File: src/rtl/display_scan_ctrl_pkg.sv
// display_pkg: shared types and constants for the display scan controller.
//   scan_state_e : FSM states IDLE / BLANK / DRIVE
//   SEG_OFF      : all-segments-off value of the active-low {dp,g..a} bus
//   HEX_GLYPH    : active-low {g,f,e,d,c,b,a} glyphs for hex digits 0-F
//   bits_for()   : counter width for a terminal bound, minimum 1 bit
package display_pkg;

  typedef enum logic [1:0] {
    IDLE,
    BLANK,
    DRIVE
  } scan_state_e;

  localparam logic [7:0] SEG_OFF = 8'hFF;

  localparam logic [6:0] HEX_GLYPH [16] = '{
    7'h40, 7'h79, 7'h24, 7'h30,   // 0 1 2 3
    7'h19, 7'h12, 7'h02, 7'h78,   // 4 5 6 7
    7'h00, 7'h10, 7'h08, 7'h03,   // 8 9 A b
    7'h46, 7'h21, 7'h06, 7'h0E    // C d E F
  };

  function automatic int unsigned bits_for(input int unsigned bound);
    return (bound > 1) ? $clog2(bound) : 1;
  endfunction

endpackage

File: src/rtl/display_scan_ctrl_if.sv
// display_scan_ctrl_if: bus between the counter datapath / board pins and the
// scan controller.
//   enable      : 1 = scan running, 0 = display dark
//   digit_data  : nibble i = hex value of digit i
//   blank_mask  : bit i = 1 -> digit i segments forced off
//   dp_mask     : bit i = 1 -> digit i decimal point lit
//   sel_code    : digit index to the 4-16 decoder
//   sel_en      : decoder enable
//   seg_n       : {dp,g,f,e,d,c,b,a}, active-low
//   frame_done  : 1-cycle pulse at end of the last digit's DRIVE
// master drives the inputs and observes the display pins; slave is the controller.
interface display_scan_ctrl_if #(
  parameter int unsigned NUM_DIGITS = 8
);

  logic                    enable;
  logic [4*NUM_DIGITS-1:0] digit_data;
  logic [NUM_DIGITS-1:0]   blank_mask;
  logic [NUM_DIGITS-1:0]   dp_mask;
  logic [3:0]              sel_code;
  logic                    sel_en;
  logic [7:0]              seg_n;
  logic                    frame_done;

  modport master (
    output enable, digit_data, blank_mask, dp_mask,
    input  sel_code, sel_en, seg_n, frame_done
  );

  modport slave (
    input  enable, digit_data, blank_mask, dp_mask,
    output sel_code, sel_en, seg_n, frame_done
  );

endinterface

File: src/rtl/display_scan_ctrl_hex7seg.sv
// hex7seg: combinational hex nibble -> active-low 7-segment glyph.
//   value   : 4-bit hex digit
//   glyph_n : {g,f,e,d,c,b,a}, active-low
module hex7seg
  import display_pkg::*;
(
  input  logic [3:0] value,
  output logic [6:0] glyph_n
);

  always_comb begin
    glyph_n = HEX_GLYPH[value];
  end

endmodule

File: src/rtl/display_scan_ctrl.sv
// display_scan_ctrl: time-multiplexed scan controller for the counter display.
// Cycles a digit index, drives the digit-select decoder and the shared
// active-low 7-segment bus, with a blanking gap before every digit.
//   clk   : system clock, rising edge
//   rst_n : asynchronous reset, active-low
//   bus   : display_scan_ctrl_if slave (enable, digit data/masks in;
//           sel_code, sel_en, seg_n, frame_done out)
// Every output is a register loaded from the current FSM state, so the pins
// follow the state by one cycle; enable=0 dark-gates them on the very next edge.
module display_scan_ctrl
  import display_pkg::*;
#(
  parameter int unsigned NUM_DIGITS = 8,
  parameter int unsigned DIV        = 50000,
  parameter int unsigned DEAD_CYC   = 4
) (
  input logic                 clk,
  input logic                 rst_n,
  display_scan_ctrl_if.slave  bus
);

  localparam int unsigned CNT_W = bits_for((DIV > DEAD_CYC) ? DIV : DEAD_CYC);
  localparam int unsigned IDX_W = bits_for(NUM_DIGITS);

  localparam logic [CNT_W-1:0] DIV_LAST  = CNT_W'(DIV - 1);
  localparam logic [CNT_W-1:0] DEAD_LAST = CNT_W'(DEAD_CYC - 1);
  localparam logic [IDX_W-1:0] IDX_LAST  = IDX_W'(NUM_DIGITS - 1);

  scan_state_e             state_q, state_d;
  logic [CNT_W-1:0]        cnt_q, cnt_d;
  logic [IDX_W-1:0]        idx_q, idx_d;
  logic [4*NUM_DIGITS-1:0] snap_data_q, snap_data_d;
  logic [NUM_DIGITS-1:0]   snap_blank_q, snap_blank_d;
  logic [NUM_DIGITS-1:0]   snap_dp_q, snap_dp_d;
  logic [3:0]              sel_code_q, sel_code_d;
  logic                    sel_en_q, sel_en_d;
  logic [7:0]              seg_n_q, seg_n_d;
  logic                    frame_done_q, frame_done_d;

  logic                    load_snap;
  logic [3:0]              cur_nibble;
  logic                    cur_blank;
  logic                    cur_dp;
  logic [6:0]              glyph_n;

  // Current digit's fields, taken from the frame snapshot.
  always_comb begin
    cur_nibble = 4'(snap_data_q >> {idx_q, 2'b00});
    cur_blank  = snap_blank_q[idx_q];
    cur_dp     = snap_dp_q[idx_q];
  end

  hex7seg u_hex7seg (
    .value   (cur_nibble),
    .glyph_n (glyph_n)
  );

  // Next state, counters and snapshot.
  always_comb begin
    state_d      = state_q;
    cnt_d        = cnt_q;
    idx_d        = idx_q;
    frame_done_d = 1'b0;
    load_snap    = 1'b0;

    if (!bus.enable) begin
      state_d = IDLE;
      cnt_d   = '0;
      idx_d   = '0;
    end else begin
      case (state_q)
        IDLE: begin
          state_d   = BLANK;
          cnt_d     = '0;
          idx_d     = '0;
          load_snap = 1'b1;
        end
        BLANK: begin
          if (cnt_q == DEAD_LAST) begin
            state_d = DRIVE;
            cnt_d   = '0;
          end else begin
            cnt_d = cnt_q + 1'b1;
          end
        end
        DRIVE: begin
          if (cnt_q == DIV_LAST) begin
            state_d = BLANK;
            cnt_d   = '0;
            if (idx_q == IDX_LAST) begin
              idx_d        = '0;
              load_snap    = 1'b1;
              frame_done_d = 1'b1;
            end else begin
              idx_d = idx_q + 1'b1;
            end
          end else begin
            cnt_d = cnt_q + 1'b1;
          end
        end
        default: begin
          state_d = IDLE;
          cnt_d   = '0;
          idx_d   = '0;
        end
      endcase
    end

    snap_data_d  = load_snap ? bus.digit_data : snap_data_q;
    snap_blank_d = load_snap ? bus.blank_mask : snap_blank_q;
    snap_dp_d    = load_snap ? bus.dp_mask    : snap_dp_q;
  end

  // Output register inputs, decoded from the current state.
  always_comb begin
    sel_code_d = '0;
    sel_en_d   = 1'b0;
    seg_n_d    = SEG_OFF;

    if (bus.enable) begin
      case (state_q)
        BLANK: begin
          sel_code_d = 4'(idx_q);
        end
        DRIVE: begin
          sel_code_d = 4'(idx_q);
          sel_en_d   = 1'b1;
          seg_n_d    = cur_blank ? SEG_OFF : {~cur_dp, glyph_n};
        end
        default: begin
          sel_code_d = '0;
        end
      endcase
    end
  end

  always_ff @(posedge clk or negedge rst_n) begin
    if (!rst_n) begin
      state_q      <= IDLE;
      cnt_q        <= '0;
      idx_q        <= '0;
      snap_data_q  <= '0;
      snap_blank_q <= '0;
      snap_dp_q    <= '0;
      sel_code_q   <= '0;
      sel_en_q     <= 1'b0;
      seg_n_q      <= SEG_OFF;
      frame_done_q <= 1'b0;
    end else begin
      state_q      <= state_d;
      cnt_q        <= cnt_d;
      idx_q        <= idx_d;
      snap_data_q  <= snap_data_d;
      snap_blank_q <= snap_blank_d;
      snap_dp_q    <= snap_dp_d;
      sel_code_q   <= sel_code_d;
      sel_en_q     <= sel_en_d;
      seg_n_q      <= seg_n_d;
      frame_done_q <= frame_done_d;
    end
  end

  assign bus.sel_code   = sel_code_q;
  assign bus.sel_en     = sel_en_q;
  assign bus.seg_n      = seg_n_q;
  assign bus.frame_done = frame_done_q;

endmodule

File: src/flat_wrapper.sv
// flat-port wrapper written by rule: the top's interface ports become plain ports
module display_scan_ctrl_flat import display_pkg::*;
#(
  parameter int unsigned NUM_DIGITS = 8,
  parameter int unsigned DIV        = 50000,
  parameter int unsigned DEAD_CYC   = 4
)
  (clk, rst_n, bus_enable, bus_digit_data, bus_blank_mask, bus_dp_mask, bus_sel_code, bus_sel_en, bus_seg_n, bus_frame_done);
  display_scan_ctrl_if #(.NUM_DIGITS(NUM_DIGITS)) bus_i ();
  input logic clk;
  input logic rst_n;
  input wire logic [$bits(bus_i.enable)-1:0] bus_enable;
  input wire logic [$bits(bus_i.digit_data)-1:0] bus_digit_data;
  input wire logic [$bits(bus_i.blank_mask)-1:0] bus_blank_mask;
  input wire logic [$bits(bus_i.dp_mask)-1:0] bus_dp_mask;
  output wire logic [$bits(bus_i.sel_code)-1:0] bus_sel_code;
  output wire logic [$bits(bus_i.sel_en)-1:0] bus_sel_en;
  output wire logic [$bits(bus_i.seg_n)-1:0] bus_seg_n;
  output wire logic [$bits(bus_i.frame_done)-1:0] bus_frame_done;
  assign bus_i.enable = bus_enable;
  assign bus_i.digit_data = bus_digit_data;
  assign bus_i.blank_mask = bus_blank_mask;
  assign bus_i.dp_mask = bus_dp_mask;
  assign bus_sel_code = bus_i.sel_code;
  assign bus_sel_en = bus_i.sel_en;
  assign bus_seg_n = bus_i.seg_n;
  assign bus_frame_done = bus_i.frame_done;
  display_scan_ctrl #(.NUM_DIGITS(NUM_DIGITS), .DIV(DIV), .DEAD_CYC(DEAD_CYC)) u_core (.clk(clk), .rst_n(rst_n), .bus(bus_i));
endmodule
File: config.mk
export PLATFORM = sky130hd
export DESIGN_NAME = display_scan_ctrl_flat
export DESIGN_NICKNAME = d
export VERILOG_FILES = /design/src/rtl/display_scan_ctrl_pkg.sv /design/src/rtl/display_scan_ctrl_if.sv /design/src/rtl/display_scan_ctrl_hex7seg.sv /design/src/rtl/display_scan_ctrl.sv /design/src/flat_wrapper.sv
export SDC_FILE = /design/constraint.sdc
export NUM_CORES = 1
export LEC_CHECK = 0
export CAP_MARGIN = 20
export CORE_MARGIN = 5
export CORE_UTILIZATION = 30
export DETAILED_ROUTE_END_ITERATION = 10
export PLACE_DENSITY = 0.62
export SYNTH_ARGS = -nofsm -noshare
export SYNTH_HDL_FRONTEND = slang
export SYNTH_SLANG_ARGS = --single-unit
File: constraint.sdc
create_clock -name clk -period 3.89 [get_ports clk]
set_input_delay 0.778 -clock clk [delete_from_list [all_inputs] [get_ports clk]]
set_output_delay 0.778 -clock clk [all_outputs]
set_load 0.03 [all_outputs]
### Word-level counts from Yosys, hierarchy flattened

Memories as Yosys holds them, arrays and structs flattened.
Cells that the tools add are included.
Widths: inputs -> output; s select.

| operators by class | value |
|---|---|
| magnitude comparators | 2 |
| shift-type cells | 1 |
| add/subtract/negate cells | 2 |
| bitwise operators | 2 |
| equal/unequal tests | 8 |
| mux-type cells | 31 |
| reductions and logical operators | 4 |

Operators with widths:

| operator | count |
|---|---|
| $mux 16 | 3 |
| $pmux 16 s2 | 1 |
| $shr 32x5->4 | 1 |
| $mux 8 | 3 |
| $add 16x1->16 const B | 1 |
| $eq 16x16->1 const B | 1 |
| $eq 16x2->1 const B | 1 |
| $mux 3 | 5 |
| $mux 7 | 2 |
| $mux 1 | 9 |
| $bmux 1 s3 | 2 |
| $mux 2 | 3 |
| $ne 3x2->1 const B | 2 |
| $pmux 2 s3 | 1 |
| $pmux 3 s2 | 1 |
| $ge 5x5->1 const B | 1 |
| $not 4->5 | 1 |
| $lt 3x4->1 const B | 1 |
| $reduce_and 2->1 | 2 |
| $add 3x1->3 const B | 1 |
| $eq 3x3->1 const B | 1 |
| $eq 2x1->1 const B | 1 |
| $eq 2x2->1 const B | 1 |
| $logic_not 2->1 | 1 |
| 4 further kinds | 4 |

| word-level totals | value |
|---|---|
| output and inout bits | 14 |
| word-level logic and storage cells | 61 |
| flip-flop bits (word level) | 83 |
| memories kept | 1 |
| memory bits (read-only) | 112 |

Memories:

| name | words | bits a word | read ports | clocked after memory_dff | write ports | RTL line | RTL |
|---|---|---|---|---|---|---|---|
| (name not given) | 16 | 7 | 1 | 0 | 0 | display_scan_ctrl_hex7seg.sv:12 | `glyph_n = HEX_GLYPH[value];` |

### Depth between registers and ports, before layout

| logic depth | value |
|---|---|
| depth in word-level cells | 8 |
| mapped depth | 11 |
| gate-level depth less buffers | 9 |

### Modules after synthesis

Synthesis repeated with hierarchy kept, for this count alone.

| unflattened totals | value |
|---|---|
| cell total of the unflattened synthesis | 312 |
| area total of the unflattened synthesis | 3992.6 um2 |

By module, submodules not included:

| module | cells an instance | sequential area each (um2) | instances | area an instance (um2) |
|---|---|---|---|---|
| display_scan_ctrl | 277 | 2062.0 | 1 | 3744.8 |
| hex7seg | 35 | 0.0 | 1 | 247.7 |

### Least setup slack after synthesis

Ideal clock, no wire load.

| timing | value |
|---|---|
| path kind | register -> register |
| start | register u_core.idx_q[0] |
| end | register u_core.seg_n_q[3], in the netlist u_core.bus.seg_n[3] |
| data arrival time | 2.267 ns |
| period minus slack after synthesis | 2.361 ns |
| stages on the path, launching flop included | 11 |
| data required time | 3.796 ns |
| buffers on the path | 2 |
| setup slack | 1.529 ns |
| cells stage by stage | dfrtp_1 buf_2 buf_4 mux4_2 mux2i_2 inv_1 ha_1 inv_1 nor3_1 a211oi_1 o21ai_0 |

| between the ends | value |
|---|---|
| cells in the longest elaborated chain, start to end | 8 |
| elaborated cells on any way between the ends | 10 |

RTL lines:

| item | RTL line | RTL |
|---|---|---|
| start: declaration | display_scan_ctrl.sv:31 | `logic [IDX_W-1:0] idx_q, idx_d;` |
| start signal: assignment | display_scan_ctrl.sv:152 | `idx_q <= idx_d;` |
| $shr 32x5->4 | display_scan_ctrl.sv:48 | `cur_nibble = 4'(snap_data_q >> {idx_q, 2'b00});` |
| $not 4->5 (implied by the code) | display_scan_ctrl_hex7seg.sv:12 |  |
| $mem_v2 16x7 | n/a |  |
| $mux 7 (implied by the code) (2 in a row) | display_scan_ctrl_hex7seg.sv:12 |  |
| $mux 8 (*) | display_scan_ctrl.sv:128 | `seg_n_d = cur_blank ? SEG_OFF : {~cur_dp, glyph_n};` |
| $mux 8 (*) | display_scan_ctrl.sv:121 | `case (state_q)` |
| $mux 8 (*) | display_scan_ctrl.sv:120 | `if (bus.enable) begin` |
| net u_core.seg_n_d[3] | display_scan_ctrl.sv:37 | `logic [7:0] seg_n_q, seg_n_d;` |
| end signal: assignment | display_scan_ctrl.sv:158 | `seg_n_q <= seg_n_d;` |
| end: declaration | display_scan_ctrl.sv:37 |  |

The timed path passes the listed nets; every way through them passes the cells marked *. The select of a mux whose other input is x is not followed.
A chain may end at the register's enable or synchronous reset.

### Worst setup path after layout

| timing | value |
|---|---|
| start | input bus_enable |
| end | register u_core.snap_data_q[23] |

| between the ends | value |
|---|---|
| cells in the longest elaborated chain, start to end | 1 |

RTL lines:

| item | RTL line | RTL |
|---|---|---|
| start: declaration | flat_wrapper.sv:12 | `input wire logic [$bits(bus_i.enable)-1:0] bus_enable;` |
| $mux 1 | display_scan_ctrl.sv:66 | `if (!bus.enable) begin` |
| end signal: assignment | display_scan_ctrl.sv:153 | `snap_data_q <= snap_data_d;` |
| end: declaration | display_scan_ctrl.sv:32 | `logic [4*NUM_DIGITS-1:0] snap_data_q, snap_data_d;` |

Every way passes these cells.

==> impl_metrics.tcl <==
set metrics [dict create \
    status "complete, no violations" \
    peakVddDrop_mv 0.315 \
    synth-edff-count 0 \
    endpoint "u_core.snap_data_q[23]" \
    ys_ff_latch 82 \
    drc 0 \
    slowest_stage "clkdlybuf4s50_1" \
    io_buffers 63 \
    ant_nets 0 \
    wire_per_inst_um 15.0 \
    fillers 1242 \
    power_frac_seq_pct 39.5 \
    cts_tree "done" \
    hold_path_class "input pin to async pin" \
    holdBufCountCts 0 \
    ios 65 \
    cpPeakStageDelay_ns 0.63 \
    timing.rr.end "u_core.bus.seg_n[0]" \
    fin_ws_ns 1.07 \
    yosysWarnings 0 \
    vias_per_cell 4.59 \
    dieArea_um2 16000 \
    worst_clock_skew_ns 0.00467 \
    finalNetCount 438 \
    final_util_pct 38.9 \
    coreArea_um2 13300 \
    setup_viol 0 \
    r2r_start "u_core.idx_q[0]" \
    post_cts_resized 0 \
    slew_headroom_pct 28.5 \
    insertion_delay_ns 0.34 \
    drv_cap 0 \
    cp.depth 6 \
    r2r_cells 5 \
    drt-total-wl_um 8350 \
    routabilityCongestion 0.776 \
    syn_area_per_cell_um2 13.0 \
    gr-usage-all-layers_pct 11.0 \
    rsz0062_at_grt "no" \
    switching_share_pct 28.5 \
    die_x_um 127 \
    drtIter0Drc 109 \
    p_leak_uw 0.00211 \
    cp.arrival_ns 3.05 \
    finalCritPeriodShare_pct 72.6 \
    path_max_fanout 48 \
    intPower_uw 2310 \
    start_kind "input pin" \
    synth_seq_area_share_pct 50.5 \
    syn_inst 313 \
    crit_required_ns 4.11 \
    synth_top_flop_cell "dfrtp_1" \
    critPathKind "input pin to register" \
    crit_family "buffers and inverters" \
    p_sw_uw 919 \
    preCtsSetupSlack_ns 0.727 \
    total_power_uw 3230 \
    grt_pass1_vias 2824 \
    max_freq_mhz 354 \
    synthArstFlopShare_pct 100 \
    num_vias 2552 \
    setup_tns_ns 0 \
    power-per-cell-area_nw_per_um2 623 \
    num_rows 42 \
    die_y_um 127 \
    post_cts_buffers 0 \
    hpwl_um 5940 \
    firstDrtPassIters 4 \
    syn-num-nets 376 \
    worst_pin_slew_ns 1.04 \
    synth_area_um2 4080 \
    antenna_found_initial 0 \
    crit_chain "clkdlybuf4s50_1, and2_0, nand2_1, nor4_4, a21o_4, mux2_2" \
    antennaDiodeCount 0 \
    finalHoldViolations 0 \
    initial_core_util_pct 30.7 \
    cts_buffer_depth 2 \
    r2r_setup_slack_ns 1.09 \
    worst-path-buf-inv 1 \
    cts_made_buffers 9 \
    ctsHtreeMaxLevel 3 \
    comb_power_share_pct 32.0 \
    crit_start "bus_enable" \
    overflow 0 \
    pwr-share-clk_pct 28.6 \
    syn2layout_area_growth_pct 26.8 \
    grt_pass1_wl_um 13900 \
    drive_gt1_share_pct 25.5 \
    clk_pin_slew_ns 0.06 \
    fin_crit_ns 2.82 \
    cts_sinks 82 \
    finalMaxSlewViolations 0 \
    synth_cell_types 52 \
    grt_max_degree 83 \
    cp-end-kind "register" \
    cts_root_buf "clkbuf_16" \
]
-- per-stage QoR --
stage          area [µm²]  instances  hold WS (ns)
2_1_floorplan        4080        313         0.452
3_3_place_gp         4820        539         0.475
3_5_place_dp         4820        539         0.480
4_1_cts              5150        555         0.488
5_1_grt              5180        556         0.280
6_report             5180        556         0.279
-- logic make-up after synthesis --
group	count (synthesis)	synth area share (%)
adders and majority gates	12	3.68
and+or+nand+nor	83	10.7
buffers and inverters	28	4.17
muxes	67	23.0
xor gates and xnor gates	14	3.00
other	1	0.0919
AOI/OAI and AO/OA	26	4.90
DFF	82	50.5
-- synth_stat cells, types with 7 or more instances --
cell type  instances  area share (%)
and3_1             7             1.1
dfrtp_1           74              45
dfstp_2            8             5.2
ha_1              12             3.7
inv_1             14             1.3
mux2_2            30             8.3
mux2_4            20             7.4
mux4_2            10             5.5
nand2_1           18             1.7
nand3_1            8            0.98
nor2_1            22             2.0
xnor2_1            8             1.7
-- worst reg2reg max path, cell delays in order, from the launching register on --
cell and delay [ns]:
dfrtp_1 0.54, mux4_2 0.55, mux2i_1 0.83, o21ai_0 0.43, a21oi_1 0.27, o31ai_1 0.09
-- per-layer routing --
layer  GRT usage [%]  wire, µm  vias up
li1                -         -     1226
met1            13.1      3640     1278
met2            18.7      4230       39
met3            3.28       362        9
met4            3.97       119        0
met5               0         0        -
-- power by group through the flow --
| stage | sequential (µW) | combinational, µW | clock, µW |
|---|---|---|---|
| detailed placement | 1290 | 1030 | 0 |
| global placement | 1280 | 996 | 0 |
| finish | 1270 | 1030 | 922 |
| global route | 1310 | 1130 | 983 |
| CTS | 1280 | 1040 | 948 |
| floorplan | 1260 | 867 | 0 |
-- flip-flops by register name (all words and copies together) (netlist names), 2 cells and up --
register,count
u_core.state_q,2
u_core.snap_blank_q,8
u_core.bus.sel_code,3
u_core.bus.seg_n,8
u_core.snap_data_q,32
u_core.snap_dp_q,8
u_core.cnt_q,16
u_core.idx_q,3
-- layout by cell type (no fill, tap or decap), drive strengths merged, types with 4 or more instances in the layout --
cell type	n
xnor2	8
or3	5
a21oi	5
o221ai	4
nand3	8
nor2	22
xor2	6
and3	7
ha	12
clkdlybuf4s50	62
nand2	18
inv	14
mux2i	7
o21ai	4
clkbuf	10
clkinvlp	4
mux4	10
nor3	6
dfstp	8
dfrtp	74
mux2	50
-- layout make-up --
type	instances	area, µm²	share of cell area [%]
sequential	82	2060	39.8
multi-input combinational	203	1850	35.7
timing repair buffer	65	663	12.8
clock buffer	10	239	4.62
tap	176	220	4.25
clock inverter	6	90.1	1.74
inverter	14	52.6	1.02
-- worst min-delay path by stage --
stage | from | endpoint | slack [ns] | depth (start not counted)
CTS | u_core.cnt_q[0] | u_core.cnt_q[0] | 0.49 | 1
finish | rst_n | u_core.cnt_q[0] | 0.28 | 1
global route | rst_n | u_core.cnt_q[4] | 0.28 | 1
detailed placement | u_core.cnt_q[0] | u_core.cnt_q[0] | 0.48 | 1
global placement | u_core.cnt_q[0] | u_core.cnt_q[0] | 0.47 | 1
floorplan | u_core.cnt_q[0] | u_core.cnt_q[0] | 0.45 | 1
(Power assumes the default switching activity.)
